### src/rtl/ttab_sweeper.sv
// ttab_sweeper: drives x through 0..1023, samples the DUT output y_in and streams ON-set minterms.
// Define TTAB_SIG_EN to add the sig output (XOR signature of every accepted minterm).
module ttab_sweeper #(
  parameter int SETTLE = 1
) (
  input  logic        clk,
  input  logic        rst,
  input  logic        start,
  output logic [9:0]  x,
  input  logic        y_in,
  output logic        busy,
  output logic        done,
  output logic        m_valid,
  input  logic        m_ready,
  output logic [9:0]  m_data,
  output logic [10:0] onset_count
`ifdef TTAB_SIG_EN
  ,
  output logic [9:0]  sig
`endif
);

  typedef enum logic [2:0] {
    IDLE   = 3'd0,
    DRIVE  = 3'd1,
    SAMPLE = 3'd2,
    EMIT   = 3'd3,
    DONE   = 3'd4
  } state_t;

  localparam logic [3:0]  SETTLE_LAST = 4'(SETTLE - 1);
  localparam logic [9:0]  X_LAST      = 10'd1023;
  localparam logic [10:0] ONSET_MAX   = 11'd1024;

  state_t      state_r;
  logic [3:0]  settle_cnt_r;
  logic        sweep_start_s;
  logic        emit_hs_s;
  logic        last_vec_s;
  logic [9:0]  x_next_s;
  logic [10:0] onset_next_s;

  // Transition conditions shared by the FSM and the signature register.
  always_comb begin
    sweep_start_s = (state_r == IDLE) && start;
    emit_hs_s     = (state_r == EMIT) && m_ready;
    last_vec_s    = (x == X_LAST);
    x_next_s      = x + 10'd1;
    if (onset_count == ONSET_MAX) begin
      onset_next_s = onset_count;
    end else begin
      onset_next_s = onset_count + 11'd1;
    end
  end

  // Sweep FSM; every output is a register written here.
  always_ff @(posedge clk) begin
    if (rst) begin
      state_r      <= IDLE;
      settle_cnt_r <= 4'd0;
      x            <= 10'd0;
      busy         <= 1'b0;
      done         <= 1'b0;
      m_valid      <= 1'b0;
      m_data       <= 10'd0;
      onset_count  <= 11'd0;
    end else begin
      case (state_r)
        IDLE: begin
          done    <= 1'b0;
          m_valid <= 1'b0;
          if (sweep_start_s) begin
            x            <= 10'd0;
            onset_count  <= 11'd0;
            settle_cnt_r <= 4'd0;
            busy         <= 1'b1;
            state_r      <= DRIVE;
          end else begin
            busy <= 1'b0;
          end
        end
        DRIVE: begin
          if (settle_cnt_r == SETTLE_LAST) begin
            settle_cnt_r <= 4'd0;
            state_r      <= SAMPLE;
          end else begin
            settle_cnt_r <= settle_cnt_r + 4'd1;
          end
        end
        SAMPLE: begin
          if (y_in) begin
            m_data      <= x;
            onset_count <= onset_next_s;
            m_valid     <= 1'b1;
            state_r     <= EMIT;
          end else if (last_vec_s) begin
            done    <= 1'b1;
            state_r <= DONE;
          end else begin
            x       <= x_next_s;
            state_r <= DRIVE;
          end
        end
        EMIT: begin
          // m_data is untouched here, so it stays stable through any stall.
          if (emit_hs_s) begin
            m_valid <= 1'b0;
            if (last_vec_s) begin
              done    <= 1'b1;
              state_r <= DONE;
            end else begin
              x       <= x_next_s;
              state_r <= DRIVE;
            end
          end else begin
            m_valid <= 1'b1;
          end
        end
        DONE: begin
          done    <= 1'b0;
          busy    <= 1'b0;
          state_r <= IDLE;
        end
        default: begin
          busy    <= 1'b0;
          done    <= 1'b0;
          m_valid <= 1'b0;
          state_r <= IDLE;
        end
      endcase
    end
  end

`ifdef TTAB_SIG_EN
  function automatic logic [9:0] sig_fold(input logic [9:0] acc, input logic [9:0] term);
    return acc ^ term;
  endfunction

  // Running XOR of every minterm the consumer accepts during the current sweep.
  always_ff @(posedge clk) begin
    if (rst) begin
      sig <= 10'd0;
    end else if (sweep_start_s) begin
      sig <= 10'd0;
    end else if (emit_hs_s) begin
      sig <= sig_fold(sig, m_data);
    end else begin
      sig <= sig;
    end
  end
`endif

endmodule

### config.mk
export PLATFORM = sky130hd
export DESIGN_NAME = ttab_sweeper
export DESIGN_NICKNAME = d
export VERILOG_FILES = /design/src/rtl/ttab_sweeper.sv
export SDC_FILE = /design/constraint.sdc
export NUM_CORES = 1
export LEC_CHECK = 0
export BUFFER_PORTS_ARGS = -buffer_cell sky130_fd_sc_hd__buf_2
export CELL_PAD_IN_SITES_DETAIL_PLACEMENT = 1
export CELL_PAD_IN_SITES_GLOBAL_PLACEMENT = 1
export CORE_ASPECT_RATIO = 1.25
export CORE_MARGIN = 2
export CORE_UTILIZATION = 40
export DETAILED_ROUTE_END_ITERATION = 16
export HOLD_SLACK_MARGIN = 0.1
export MAX_ROUTING_LAYER = met4
export PLACE_DENSITY_LB_ADDON = 0.3
export SYNTH_ARGS = -nofsm -noshare
export SYNTH_HDL_FRONTEND = slang
export SYNTH_SLANG_ARGS = --single-unit
### constraint.sdc
create_clock -name clk -period 2.5 [get_ports clk]
set_input_delay 0.125 -clock clk [delete_from_list [all_inputs] [get_ports clk]]
set_output_delay 0.125 -clock clk [all_outputs]
set_load 0.01 [all_outputs]
After elaboration in Yosys (flattened, before gate mapping):

Cells that the tools add are included.

* register bits after elaboration: 41
* latch bits: 0
* bits in writable memories: 0
* memory bits (read-only): 0
* output and inout bits: 34
* memories kept: 0

* $add $sub $neg: 3
* $mul: 0
* divide/modulo/power cells: 0
* magnitude comparators: 0
* eq/ne operators: 12
* shifts and indexed selects: 0
* multiplexer cells: 27
* bitwise logic cells: 2
* reductions and logical operators: 16

Operators by type and width (number)
* two-way mux 10 bit: 4
* two-way mux 11 bit: 3
* case mux 10 bit (3 select lines): 1
* case mux 11 bit (2 select lines): 1
* two-way mux 3 bit: 5
* != test 2 bit (second input constant): 6
* case mux 3 bit (4 select lines): 1
* adder 11 x 1 -> 11 bit (second input constant): 1
* equality test 11 bit (second input constant): 1
* adder 10 x 1 -> 10 bit (second input constant): 1
* equality test 10 bit (second input constant): 1
* two-way mux 4 bit: 2
* case mux 4 bit (2 select lines): 1
* AND reduction 4 bit: 2
* equality test 3 x 2 -> 1 bit (second input constant): 2
* two-way mux 1 bit: 6
* case mux 1 bit (3 select lines): 2
* AND reduction 2 bit: 3
* AND reduction 3 bit: 2
* adder 4 x 1 -> 4 bit (second input constant): 1
* logical NOT 4 bit: 1
* nonzero test 2 bit: 2
* equality test 3 x 1 -> 1 bit (second input constant): 1
* equality test 3 bit (second input constant): 1
* other kinds (7): 9

Depth between registers and ports, before layout:

* depth after elaboration: 4
* gate-level depth with buffers: 7
* depth with buffers taken out: 6

Least setup slack after synthesis:

No wires, ideal clock.

* path kind: register to register
* from: register x[0]
* to: register x[5]
* library setup time: 0.086 ns
* arrival time: 1.765 ns
* data required time: 2.414 ns
* setup slack: 0.650 ns
* stages on the path, launching flop included: 7
* buffers on the path: 1
* path through: dfxtp_1 > ha_1 > nand4_1 > or3_1 > buf_2 > a31o_1 > a211oi_1

* longest elaborated chain between the ends: 4
* elaborated cells between the ends (all ways): 6

Ends and longest elaborated chain
* start, declared: RTL line 9 `output logic [9:0] x,`
* start signal, assigned: RTL line 100 `x <= x_next_s;`
* start signal, assigned: RTL line 112 `x <= x_next_s;`
* adder 10 x 1 -> 10 bit / equality test 10 bit (equally long branches): RTL line 48, 47
* two-way mux 10 bit *: RTL line 96, 108
* two-way mux 10 bit (on tied branches): RTL line 106, 91
* case mux 10 bit (3 select lines) *: RTL line 68 `case (state_r)`

Every way passes the cells marked *; elsewhere a longest branch is shown, timed or not. The select of a mux whose other input is x is not followed.
A chain may end at the register's enable or synchronous reset.

Worst setup path in the final report:

Same ends and word-level chain as after synthesis.

==> impl_metrics.toml <==
[drt]
via_per_inst = 5.61
drt-wirelength-per-cell_um = 15.5
first_pass_iters = 4
drt_iter0_drc = 102
totalWireLength_mm = 5.52
via_count = 2004
antenna_left = 0
drc = 0

[logic_synthesis]
syn-num-nets = 269
ys_async_sr_fraction_pct = 0
ys_seq_area_share_pct = 39.3
synth_area_per_cell_um2 = 8.06
yosysWarnings = 0
ys_ff_latch = 41
synth_top_area_share_pct = 39.3
synth-edff-count = 0
synth_top_area_cell = "dfxtp_1"
synthFlopType = "dfxtp_1"
netlist_area_um2 = 2090
synth_area_leaders = "dfxtp_1 39%, nand2_1 6.3%, a21oi_1 6.0%"
synthCells = 259
yosysUniqueCellTypes = 47

[die]
die_h_um = 84.8
io_pins = 39
dieArea_um2 = 5820
fp.coreArea_um2 = 5040
start_util_pct = 41.4
die_w_um = 68.6
num_rows = 29

[timing]
rsz0062_at_grt = "false"
slew_headroom_pct = 58.5
tns_ps = 0
tightest_slew_ps = 622
finalCriticalPeriod_ps = 2000
slew_viol_final = 0
whs_ps = 213
setup_slack_ps = 500
max_freq_mhz = 500
finalSetupViolCount = 0
skew_ps = 9.93
hold_viol = 0
fin_crit_sh_pct = 80.0

[placed_design]
routabilityCongestion = 0.864
port_buffers = 38
placed_cells = 349
dp_slack_ps = 519
place.detailed.hpwl_mm = 4.06

[clock_network]
cts_max_level = 2
cts-root-buf = "clkbuf_8"
cts_setup_buffers = 0
clk_latency_ps = 300
cts_tree = "yes"
cts_resized = 0
cts_hold_buf = 0
clock_path_buffers = 2
clk_pin_slew_ps = 80
cts_made_buffers = 5
cts_sinks = 41

[pwr]
p_per_area_nw_per_um2 = 516
ir_drop_mv = 0.202
p_leak_nw = 0.910

[setup_path]
path_max_fanout = 8
reg2regPathDepth = 5
cp.arrival_ps = 2210
worstSetupPathType = "reg2reg"
cp-start-kind = "flip-flop"
cp.required_ps = 2710
endpoint_kind = "flip-flop"

[grt]
grt.total_usage_pct = 21.5
grt_pass1_wl_mm = 9.32
grt_max_degree = 32
grt_pass1_vias = 1949
antenna_found_initial = 0
gr-total-overflow = 0

[min_path]
worstHoldPathType = "in2reg"
hold-path-cell-count = 3

[finish]
nets = 304
fillers = 642
layout-drive-gt1-share_pct = 18.0
stdcell_count = 357
synthToLayoutAreaGrowth_pct = 14.8
num_antenna_cells = 0
multi_input_area_um2 = 1150
area.sequential_um2 = 821

[job]
cap_violations = 0

[run_status]
status = "finished, final reports clean"
==> registers in the layout (all words and copies together) (netlist names) <==
signal	flops
m_valid	1
done	1
m_data	10
busy	1
settle_cnt_r	4
onset_count	11
state_r	3
x	10
==> placed cells by master, fill, tap and decap left out, types with 3 or more instances in the layout <==
cell and instances:
a211oi_1 4, nand2_1 35, a31oi_1 4, a21oi_1 25
dfxtp_1 41, o31ai_1 4, buf_2 38, o211ai_1 3
xor2_1 3, buf_4 4, nor4_1 4, or4_1 6
a21o_1 4, mux2i_1 4, nand4_1 8, o21ai_0 10
nor2_1 17, clkbuf_8 5, and3_1 4, nor2b_1 5
ha_1 5, nand3_1 10, inv_1 11, nor3_1 5
or3_1 5
==> critical path: stages (launching register included) <==
cell,delay [ps]
dfxtp_1,420
ha_1,260
nand4_1,230
or3_1,550
a31o_1,250
a211oi_1,210
==> report_power, final <==
| group | internal [W] | switching (W) |
|---|---|---|
| logic | 0.0000507 | 0.0000888 |
| clock network | 0.000194 | 0.000229 |
| registers | 0.000661 | 0.0000140 |
==> Yosys cell counts (all sizes together) (4+ instances only) <==
master  count
o21ai      10
nand2      35
nor3        5
or3         5
o31ai       4
and3        4
inv        11
nand3      10
a21o        4
or4         6
a21oi      25
clkbuf      8
a31oi       4
a211oi      4
ha          5
nand4       8
buf         6
nor2b       5
nor2       18
nor4        4
mux2i       4
dfxtp      41
==> stage by stage <==
stage	utilization [%]	cell area (µm²)	power (W)
floorplan	-	2090	0.000792
global placement	45.9	2310	0.000826
detailed placement	45.9	2310	0.000831
CTS	47.5	2400	0.00125
global route	47.5	2400	0.00130
finish	47.5	2400	0.00124
==> cell type report <==
cell class,count,share of cell area (%)
Clock inverter,2,0.418
Inverter,11,1.72
Multi-Input combinational cell,193,48.2
Clock buffer,6,3.03
Timing Repair Buffer,42,9.19
Tap cell,62,3.24
Sequential cell,41,34.2
==> metal layers <==
layer  vias to the layer above  share of wire (%)  global-route usage [%]
li1                        996                  -                       -
met1                       965                 43                    25.1
met2                        33                 51                    35.8
met3                        10                3.1                    4.16
met4                         0                2.1                    7.82
met5                         -                  0                       -
==> path summary, 6_finish.rpt <==
check             startpoint   endpoint  slack, ps
setup / recovery        x[0]       x[5]        500
hold / removal         start       busy        210
setup reg to reg        x[0]       x[5]        500
hold reg to reg    m_data[2]  m_data[2]        450
==> kinds of logic after synthesis <==
family,count (synthesis),share of synthesized area (%)
AND/OR/NAND/NOR,116,29.5
AO/OA/AOI/OAI,62,18.3
flip-flops,41,39.3
buffers and inverters,25,5.39
XOR/XNOR,5,2.10
multiplexers,5,2.46
adder cells (fa/ha/maj),5,3.00
No activity file was read; power rests on OpenSTA's default activity.
